$ cat src/rtl/fifo_uart_tx_if.sv
// Read-side bundle between the TX FIFO and the UART serializer.
// master = serializer (issues the pop), slave = FIFO (supplies data and empty flag).
interface fifo_uart_tx_if;
    logic       fifo_empty;
    logic [7:0] fifo_dout;
    logic       fifo_rd_en;

    modport master (input fifo_empty, input fifo_dout, output fifo_rd_en);
    modport slave  (output fifo_empty, output fifo_dout, input fifo_rd_en);
endinterface

$ cat src/rtl/fifo_uart_tx.sv
// Pops bytes from a registered-read FIFO and sends them as 8N1 UART frames, LSB first.
//
// state | meaning
// IDLE  | line high, waiting for enable with a non-empty FIFO
// POP   | one-cycle rd_en strobe to the FIFO
// LOAD  | FIFO data now valid; capture {stop, data, start} into the shift register
// SEND  | shift the frame out, one bit per SYMBOL_EDGE_TIME cycles
module fifo_uart_tx #(
    parameter int CLOCK_FREQ = 50_000_000,
    parameter int BAUD_RATE  = 115_200
) (
    input  logic           clk,
    input  logic           rst,
    input  logic           i_enable,
    fifo_uart_tx_if.master fifo,
    output logic           o_serial_out,
    output logic           o_busy
);
    localparam int SYMBOL_EDGE_TIME = CLOCK_FREQ / BAUD_RATE;
    localparam int CNT_WIDTH        = (SYMBOL_EDGE_TIME > 1) ? $clog2(SYMBOL_EDGE_TIME) : 1;
    localparam logic [CNT_WIDTH-1:0] BAUD_TC  = CNT_WIDTH'(SYMBOL_EDGE_TIME - 1);
    localparam logic [3:0]           LAST_BIT = 4'd9;

    typedef enum logic [1:0] {IDLE, POP, LOAD, SEND} state_t;

    state_t               r_state;
    state_t               w_next;
    logic [9:0]           r_shift;
    logic [CNT_WIDTH-1:0] r_baud;
    logic [3:0]           r_bit;
    logic                 w_tc;

    assign w_tc = (r_baud == BAUD_TC);

    always_ff @(posedge clk) begin
        if (rst) begin
            r_state <= IDLE;
        end else begin
            r_state <= w_next;
        end
    end

    always_comb begin
        w_next          = r_state;
        fifo.fifo_rd_en = 1'b0;
        o_busy          = 1'b1;
        case (r_state)
            IDLE: begin
                o_busy = 1'b0;
                if (i_enable && !fifo.fifo_empty) begin
                    w_next = POP;
                end
            end
            POP: begin
                fifo.fifo_rd_en = 1'b1;
                w_next          = LOAD;
            end
            LOAD: w_next = SEND;
            SEND: begin
                if (w_tc && (r_bit == LAST_BIT)) begin
                    w_next = IDLE;
                end
            end
            default: w_next = IDLE;
        endcase
    end

    // Shift register refills with ones, so it is all ones outside SEND and drives the pin directly.
    always_ff @(posedge clk) begin
        if (rst) begin
            r_shift <= '1;
            r_baud  <= '0;
            r_bit   <= '0;
        end else begin
            case (r_state)
                LOAD: begin
                    r_shift <= {1'b1, fifo.fifo_dout, 1'b0};
                    r_baud  <= '0;
                    r_bit   <= '0;
                end
                SEND: begin
                    if (w_tc) begin
                        r_shift <= {1'b1, r_shift[9:1]};
                        r_baud  <= '0;
                        r_bit   <= (r_bit == LAST_BIT) ? 4'd0 : r_bit + 4'd1;
                    end else begin
                        r_baud <= r_baud + 1'b1;
                    end
                end
                default: begin
                    r_baud <= r_baud;
                end
            endcase
        end
    end

    assign o_serial_out = r_shift[0];

endmodule

$ cat src/flat_wrapper.sv
// flat-port wrapper written by rule: the top's interface ports become plain ports
module fifo_uart_tx_flat 
#(
    parameter int CLOCK_FREQ = 50_000_000,
    parameter int BAUD_RATE  = 115_200
)
  (clk, rst, i_enable, o_serial_out, o_busy, fifo_fifo_empty, fifo_fifo_dout, fifo_fifo_rd_en);
  fifo_uart_tx_if fifo_i ();
  input  logic clk;
  input  logic rst;
  input  logic i_enable;
  output logic o_serial_out;
  output logic o_busy;
  input wire logic [$bits(fifo_i.fifo_empty)-1:0] fifo_fifo_empty;
  input wire logic [$bits(fifo_i.fifo_dout)-1:0] fifo_fifo_dout;
  output wire logic [$bits(fifo_i.fifo_rd_en)-1:0] fifo_fifo_rd_en;
  assign fifo_i.fifo_empty = fifo_fifo_empty;
  assign fifo_i.fifo_dout = fifo_fifo_dout;
  assign fifo_fifo_rd_en = fifo_i.fifo_rd_en;
  fifo_uart_tx #(.CLOCK_FREQ(CLOCK_FREQ), .BAUD_RATE(BAUD_RATE)) u_core (.clk(clk), .rst(rst), .i_enable(i_enable), .fifo(fifo_i), .o_serial_out(o_serial_out), .o_busy(o_busy));
endmodule
$ cat config.mk
export PLATFORM = sky130hd
export DESIGN_NAME = fifo_uart_tx_flat
export DESIGN_NICKNAME = d
export VERILOG_FILES = /design/src/rtl/fifo_uart_tx_if.sv /design/src/rtl/fifo_uart_tx.sv /design/src/flat_wrapper.sv
export SDC_FILE = /design/constraint.sdc
export NUM_CORES = 1
export LEC_CHECK = 0
export BUFFER_PORTS_ARGS = -buffer_cell sky130_fd_sc_hd__buf_2
export CORE_MARGIN = 1.5
export CORE_UTILIZATION = 45
export CTS_CLUSTER_DIAMETER = 30
export DETAILED_ROUTE_END_ITERATION = 16
export RECOVER_POWER = 50
export SLEW_MARGIN = 20
export SYNTH_ARGS = -nofsm -noshare
export SYNTH_HDL_FRONTEND = slang
export SYNTH_SLANG_ARGS = --single-unit
$ cat constraint.sdc
create_clock -name clk -period 3 [get_ports clk]
set_input_delay 0.15 -clock clk [delete_from_list [all_inputs] [get_ports clk]]
set_output_delay 0.15 -clock clk [all_outputs]
set_load 0.05 [all_outputs]
* Yosys cells after proc, flatten, opt, wreduce, memory -nomap -nowiden
Index checks and enable logic that the tools add are counted.
** Word-level totals
- Output and inout port bits :: 3
- Bits in registers :: 25
- Word-level logic and storage cells :: 33
- Input port bits :: 12
** Cells by class
- Multiplexer cells :: 12
- Reductions and logical operators :: 7
- Add/sub/neg operators :: 2
- Eq/ne operators :: 8
** Operators by type and width (number)
- $pmux 10 s2 :: 1
- $pmux 9 s2 :: 1
- $mux 10 :: 1
- $add 9x1->9 const B :: 1
- $eq 9x9->1 const B :: 1
- $mux 9 :: 1
- $mux 4 :: 2
- $pmux 2 s4 :: 1
- $pmux 4 s2 :: 1
- $ne 2x1->1 const B :: 3
- $add 4x1->4 const B :: 1
- $eq 2x2->1 const B :: 2
- $eq 4x4->1 const B :: 1
- $mux 2 :: 2
- $reduce_and 2->1 :: 2
- $eq 2x1->1 const B :: 1
- $logic_and 1x1->1 :: 2
- $logic_not 2->1 :: 1
- $mux 1 :: 2
- $reduce_bool 2->1 :: 1
- $logic_not 1->1 :: 1

* Logic depth before layout (Yosys ltp)
- Depth after elaboration :: 4
- Depth in mapped cells :: 7
- Gate-level depth less buffers :: 6

* Worst setup path after synthesis
Ideal clock, no wire load.
- Path kind :: reg-to-reg
- Start point :: register u_core.r_baud[0]
- End point :: register u_core.r_bit[0]
- Clock period less this slack :: 1.577 ns
- Arrival :: 1.446 ns
- Setup time :: 0.131 ns
- Data required time :: 2.869 ns
- Cell stages (with the launch flop) :: 6
- Buffers on the path :: 0
- Slack :: 1.423 ns
- Cells stage by stage :: dfxtp_1 > ha_1 > and4b_2 > nand2_1 > o41ai_2 > nor2_1
** Between the ends
- Longest elaborated chain between the ends :: 3
** RTL lines
- start: declaration :: RTL line fifo_uart_tx.sv:29 : logic [CNT_WIDTH-1:0] r_baud;
- start signal: assignment :: RTL line fifo_uart_tx.sv:87 : r_baud <= r_baud + 1'b1;
- start signal: assignment :: RTL line fifo_uart_tx.sv:91 : r_baud <= r_baud;
- $eq 9x9->1 :: RTL line fifo_uart_tx.sv:33 : assign w_tc = (r_baud == BAUD_TC);
- $ne 2x1->1 (no line)
- $reduce_and 2->1 (no line)
- end signal: assignment :: RTL line fifo_uart_tx.sv:85 : r_bit <= (r_bit == LAST_BIT) ? 4'd0 : r_bit + 4'd1;
- end: declaration :: RTL line fifo_uart_tx.sv:30 : logic [3:0] r_bit;
Every way passes these cells.
A chain may end at the register's enable or synchronous reset.

* Worst setup path in the final report
- Start point :: register u_core.r_state[0]
- End point :: register u_core.r_bit[3]
** Between the ends
- Longest elaborated chain between the ends :: 3
- Elaborated cells on any way between the ends :: 6
- Those cells by class :: eq/ne (3); mux (1); reduce/logical (2)
** RTL lines
- start: declaration :: RTL line fifo_uart_tx.sv:26 : state_t r_state;
- start signal: assignment :: RTL line fifo_uart_tx.sv:39 : r_state <= w_next;
- $eq 2x2->1 :: RTL line fifo_uart_tx.sv:75 : case (r_state)
- $ne 2x1->1 (no line) or $reduce_bool 2->1 (tied branches)
- $reduce_and 2->1 (no line)
Several ways; a longest one is shown, not always the timed one.

==> flow_summary.ini <==
[floorplan]
placementRows = 19
fp.dieW_um = 58.3
io_pins = 15
floorplan.die_area_um2 = 3400
core-area_um2 = 2830
initial_utilization = 0.487
die_y_um = 58.3

[place]
buffers_on_ports = 14
placed_cells = 199
place.gp.congestion = 0.907
dp_hpwl_mm = 2.03
place_ws_ps = 826

[layout]
fill_cells = 282
stdcell_count = 203
final_common_cell = dfxtp_1
drive_above_1_share = 0.134
antenna_cells = 0
utilization = 0.527
final_nets = 194
layout_common_cells = dfxtp_1, nor2_1, nor3_1, buf_2, inv_1
flow.area_growth_from_synthesis_pct = 8.36

[setup_path]
worst_ep_arrival_time_ps = 2670
critical_path.reg2reg.startpoint = u_core.r_state[0]$_SDFFE_PP0P_
crit_path_max_incr_delay_ps = 680
critPathMaxFanout = 26
critPathTopFamily = compound AO/OA/AOI/OAI gates
critPathLaunch = u_core.r_state[0]$_SDFFE_PP0P_
register_to_register_setup_slack_ps = 590
crit-reg2reg-capture = u_core.r_bit[3]$_SDFFE_PP0P_
cp_slowest_cell = ha_1
path_buf_inv = 0
critical_path_required_ps = 3270
worstSetupStartpointType = register
cp_cell_sequence = ha_1 -> and2b_2 -> a31oi_1 -> o21ai_0 -> a21oi_1
worst-r2r-cell-count = 5
worstSetupEndpointType = register
setup.worst_path.class = reg2reg

[pwr]
netSwitchingPower_mw = 0.387
cellPowerDensity_nw_per_um2 = 671
power_frac_comb = 0.360
ir_worst_vdd_uv = 405
power.leakage_nw = 0.499
power.share.clock = 0.240
netSwitchingFraction = 0.387
seq_pwr_share = 0.400
power_report.internal_total_mw = 0.614

[timing]
unrepaired_setup_endpoints_after_global_routing = false
setup-violations-final = 0
final.setup.tns_ps = 0
period_utilization_post_route = 0.802
period_minus_slack_ps = 2410
tightest_slew_ps = 822
finalClockSkew_ps = 3.04
timing.final.ws_setup_ps = 593
final_hold_viol_count = 0
finalMaxSlewViolations = 0
fin_hold_ws_ps = 56.9
timing.max_slew.rel_slack = 0.449
fmaxAchievable_ghz = 0.415

[outcome]
outcome = completed

[clock_tree]
number_of_buffers_inserted_to_repair_setup_after_cts = 0
cts.htree.levels = 1
path_clk_slew_ps = 140
cts-root-to-sink-buffers = 2
cts_inserted_buffers = 3
post_cts_resized = 0
post_cts_hold_buffer_count = 0
insertion_delay_ps = 320
cts_sinks = 24
clock_tree.root_cell = clkbuf_4
tritoncts = yes

[worst_hold_path]
worst_hold_path_type = in2reg
worst_case_hold_path_end_point = u_core.r_shift[8]$_SDFFE_PP1P_
holdCritStartpoint = fifo_fifo_dout[7]
hold-path-cell-count = 3

[routing]
vias = 1186
finalWirelength_mm = 2.83
drt_pass1_iterations = 4
routed_length_per_placed_instance_um = 13.9
drc_errors = 0
via_density_per_instance = 5.84
drtAntennaViolNets = 0
initialDrtViolationCount = 72

[logic_synthesis]
seq_area_frac_synth = 0.349
post_synth_instance_area_um2 = 1380
syn_area_per_cell_um2 = 8.60
yosysUniqueCellTypes = 43
synthesis.yosys.warnings = 0
ys_ff_latch = 24
synthesis.instances = 160
synth.net_count = 181

[global_route]
first_pass_grt_wire_length_mm = 4.68
grt_util_all_layers = 0.180
antenna_found_initial = 0
largest_net_degree_at_the_start_of_global_routing = 34
grt_remaining_overflow = 0
grt_pass1_vias = 1050

[run]
max-cap-violations = 0
-- power by group through the flow --
stage | sequential, mW | combinational [mW] | clock (mW)
final | 0.400 | 0.360 | 0.240
after global routing | 0.407 | 0.401 | 0.256
after CTS | 0.400 | 0.376 | 0.243
after detailed placement | 0.407 | 0.375 | 0
after global placement | 0.404 | 0.363 | 0
after floorplan | 0.415 | 0.284 | 0
-- final cells by class --
class	count	area, µm²	area share
tap	31	38.8	0.0260
sequential	24	480	0.322
inverter	10	37.5	0.0252
clock buffer	3	22.5	0.0151
clock inverter	1	30.0	0.0201
timing repair buffer	15	73.8	0.0495
multi-input combinational	119	808	0.542
-- per-stage QoR --
| step | cell area, µm² | power [mW] |
|---|---|---|
| after CTS | 1510 | 1.02 |
| final | 1490 | 1.00 |
| after global placement | 1460 | 0.767 |
| after floorplan | 1380 | 0.699 |
| after global routing | 1490 | 1.06 |
| after detailed placement | 1460 | 0.782 |
-- worst min-delay path, delay by kind of cell --
| kind | cells | cell delay (ps) |
|---|---|---|
| buffers and inverters | 1 | 80 |
| AO/OA/AOI/OAI | 1 | 70 |
| AND/OR/NAND/NOR | 1 | 60 |
-- cells by family (layout without fill, tap and decap cells) --
| kind of cell | after synthesis | count (layout) | share of synthesized area |
|---|---|---|---|
| XOR/XNOR | 2 | 2 | 0.0127 |
| AO/OA/AOI/OAI | 39 | 39 | 0.234 |
| multiplexers | 1 | 1 | 0.00727 |
| AND/OR/NAND/NOR | 68 | 68 | 0.263 |
| buffers and inverters | 17 | 29 | 0.0527 |
| adder cells (fa/ha/maj) | 9 | 9 | 0.0818 |
| flip-flops | 24 | 24 | 0.349 |
-- state kept, by name, summed over array words and instances (netlist names) --
signal          count
u_core.r_shift      9
u_core.r_baud       9
u_core.r_bit        4
u_core.r_state      2
-- worst max-delay path by stage --
stage / depth (start not counted) / end
after floorplan: 5 / u_core.r_bit[0]$_SDFFE_PP0P_
after global placement: 6 / u_core.r_bit[1]$_SDFFE_PP0P_
after detailed placement: 6 / u_core.r_bit[1]$_SDFFE_PP0P_
after CTS: 6 / u_core.r_bit[1]$_SDFFE_PP0P_
after global routing: 5 / u_core.r_bit[3]$_SDFFE_PP0P_
final: 5 / u_core.r_bit[3]$_SDFFE_PP0P_
-- per-layer routing --
| layer | share of wire | up-vias | track usage |
|---|---|---|---|
| met5 | 0 | - | 0 |
| met2 | 0.47 | 23 | 0.297 |
| li1 | - | 615 | - |
| met1 | 0.48 | 542 | 0.237 |
| met4 | 0.016 | 0 | 0.0797 |
| met3 | 0.034 | 6 | 0.0198 |
-- synth_stat cells, drive strengths merged --
library cell / n / area share
a2111oi: 7 / 0.045
a211oi: 2 / 0.011
a21oi: 7 / 0.034
a221o: 1 / 0.0082
a221oi: 1 / 0.0064
a311oi: 3 / 0.019
a31oi: 1 / 0.015
a41oi: 2 / 0.013
and2b: 1 / 0.0064
and4b: 1 / 0.0082
and4bb: 1 / 0.012
buf: 3 / 0.015
clkbuf: 4 / 0.011
dfxtp: 24 / 0.35
ha: 9 / 0.082
inv: 10 / 0.027
mux2i: 1 / 0.0073
nand2: 9 / 0.025
nand2b: 4 / 0.018
nand3: 4 / 0.015
nand3b: 1 / 0.0055
nand4b: 2 / 0.013
nand4bb: 1 / 0.0082
nor2: 21 / 0.057
nor2b: 7 / 0.032
nor3: 11 / 0.040
nor4: 1 / 0.0045
o21a: 1 / 0.0055
o21ai: 6 / 0.022
o22ai: 1 / 0.0045
o311ai: 1 / 0.0064
o31ai: 1 / 0.0055
o32ai: 1 / 0.0064
o41a: 1 / 0.0082
o41ai: 3 / 0.025
or2: 1 / 0.0045
or3: 2 / 0.0091
or4: 1 / 0.0055
xnor2: 2 / 0.013
Power figures use the tool's default switching activity.
